[src/rtl/chk_masked_cmp.sv]
// NCH-wide masked equality compare: mismatch is high if any enabled channel differs.
module chk_masked_cmp #(
    parameter int NCH = 8,
    parameter int DW  = 32
) (
    input  logic [NCH*DW-1:0] a_val,
    input  logic [NCH*DW-1:0] b_val,
    input  logic [NCH-1:0]    mask,
    output logic              mismatch
);

    always_comb begin
        mismatch = 1'b0;
        for (int i = 0; i < NCH; i++) begin
            if (mask[i] && (a_val[i*DW +: DW] != b_val[i*DW +: DW])) begin
                mismatch = 1'b1;
            end
        end
    end

endmodule

[config.mk]
export PLATFORM = sky130hd
export DESIGN_NAME = chk_masked_cmp
export DESIGN_NICKNAME = d
export VERILOG_FILES = /design/src/rtl/chk_masked_cmp.sv
export SDC_FILE = /design/constraint.sdc
export NUM_CORES = 1
export LEC_CHECK = 0
export ABC_AREA = 1
export CAP_MARGIN = 20
export CORE_AREA = 3 3 202 204
export DETAILED_ROUTE_END_ITERATION = 10
export DIE_AREA = 0 0 205 207
export GPL_TIMING_DRIVEN = 1
export PLACE_DENSITY = 0.36
export SLEW_MARGIN = 20
export SYNTH_ARGS = -nofsm -noshare
export SYNTH_HDL_FRONTEND = slang
export SYNTH_SLANG_ARGS = --single-unit
[constraint.sdc]
create_clock -name vclk -period 1.29
set_input_delay 0.258 -clock vclk [all_inputs]
set_output_delay 0.258 -clock vclk [all_outputs]
set_load 0.01 [all_outputs]
==> metrics.yaml <==
crit_chain: "buf_2 -> xnor2_1 -> nand2_1 -> nor2_4 -> nand2_1 -> nor2_1 -> buf_4 -> nand2_2 -> nand2_2 -> nand2_2 -> nor2_4 -> nand2_2 -> buf_6"
peakVddDrop_v: 0.00009357
seq_cells: 0
min_path_type: "primary input to primary output"
fin_ws_ns: -0.4552
drc_errors: 0
dp_hpwl_um: 23060
utilization: 0.2208
min_period_ns: 1.745
leakage_nw: 3.894
finalCritPeriodShare: 1.353
die_y_um: 207
gr-usage-all-layers: 0.1050
clkbuf_count: 0
ioPinCount: 521
syn-cell-area_um2: 3420
powerDensity_nw_per_um2: 281.0
vias_per_cell: 3.213
core_area_um2: 39460
crit_top_cell: "nand2_2"
worst-setup-path-type: "primary input to primary output"
core.rowCount: 73
port_buffers: 521
fin_nets: 1641
dieArea_um2: 42440
dp_cells: 1648
slew_headroom: 0.8906
yosysWarnings: 0
crit_slowest_cell: "nor2_4"
ys_types: 4
report.final.setup_viol: 1
status: "finished, violations left"
drt_iter0_drc: 89
cts_hold_buf: 0
dp_slack_ns: -1.697
drive_gt1_frac: 0.3199
worstPathRequired_ns: 1.03
overflow: 0
die_w_um: 205
worstPathArrival_ns: 1.49
wl_per_cell_um: 14.60
area_growth_pct: 154.8
critPathMaxFanout: 1
syn_inst: 595
grt_max_degree: 3
tightest_slew_ns: 0.1629
regArea_um2: 0
initial_utilization: 0.08666
dr_total_vias: 5292
syn_area_per_cell_um2: 5.747
slew_violations: 0
synth_fp_nets: 1115
finalWirelength_um: 24050
cts_setup_buffers: 0
maxCapViolations: 0
hold_viol_final: 0
final_cells: 1647
rsz0062_at_grt: "yes"
worstSetupEndpointType: "primary output"
route.antenna.remaining_nets: 0
worstSetupStartpointType: "primary input"
grt_pass1_wl_um: 33800
path_delay_family: "simple AND/OR/NAND/NOR gates"
yosysSeqAreaShare: 0
dr.pass1.iters: 4
gp_congestion: 0.7666
max_freq_mhz: 573.0
grt_pass1_vias: 5644
cp.buffers_inverters: 3
antenna_found_initial: 7
max_stage_delay_ns: 0.14
failed_checks: "setup timing"
-- layer usage --
layer  share of wire  up-vias  global-route usage
li1                -     2801                   -
met1            0.31     2166             0.09574
met2            0.54      303              0.2190
met3            0.14       14             0.04605
met4          0.0046        8            0.003771
met5          0.0023        -                   0
-- stage by stage --
stage	TNS [ns]	hold WS (ns)	total power, mW	area [um2]
detailed placement	-1.697	1.727	2.858	9344
global placement	-1.732	1.739	2.839	9344
global route	-0.5982	1.331	2.703	8706
finish	-0.4552	1.237	2.449	8713
floorplan	0	0.7095	0.9186	3420
CTS	-0.5156	1.298	2.496	8936
-- cell usage in the layout, fill, tap and decap left out --
| cell | n |
|---|---|
| buf_2 | 128 |
| buf_4 | 2 |
| buf_6 | 14 |
| clkbuf_2 | 88 |
| clkdlybuf4s15_1 | 172 |
| clkdlybuf4s15_2 | 19 |
| clkdlybuf4s50_1 | 8 |
| diode_2 | 3 |
| dlygate4sd2_1 | 93 |
| inv_1 | 38 |
| nand2_1 | 211 |
| nand2_2 | 24 |
| nand2_4 | 3 |
| nor2_1 | 44 |
| nor2_2 | 32 |
| nor2_4 | 6 |
| xnor2_1 | 195 |
| xnor2_2 | 40 |
| xnor2_4 | 2 |
-- cells by family (layout without fill, tap and decap cells) --
group | Yosys count | in the layout | synth area share
simple gates | 320 | 320 | 0.3513
buf+inv | 38 | 562 | 0.04171
other cells | 0 | 3 | 0
xor+xnor | 237 | 237 | 0.6070
-- worst paths after layout --
path | start | endpoint | cells after the start
worst max-delay path | a_val[168] | mismatch | 13
worst min-delay path | a_val[207] | mismatch | 12
-- synthesized netlist by cell type --
| master | instances | area [um2] |
|---|---|---|
| nor2_1 | 82 | 307.8 |
| xnor2_1 | 237 | 2076 |
| inv_1 | 38 | 142.6 |
| nand2_1 | 238 | 893.4 |
-- area by class of cell --
cell class,count,area [um2]
inverters,38,142.6
repair buffers,524,4084
well taps,525,656.9
fillers,4587,30740
multi-input cells,557,3822
diodes,3,7.507
-- where the power goes --
group	switching (mW)	leakage, nW	internal, mW	total [mW]
clock	0	0.0000190	0.000000311	0.000000311
combinational	0.922	3.89	1.53	2.45
sequential	0	0	0	0
-- timing repair --
item / 4_1_cts / 5_1_grt
pin swaps: 475 / 265
setup endpoints to repair: 1 / 1
gates resized for setup: 1212 / 213
endpoints found under the hold margin: 0 / 0
(Power assumes the default switching activity.)
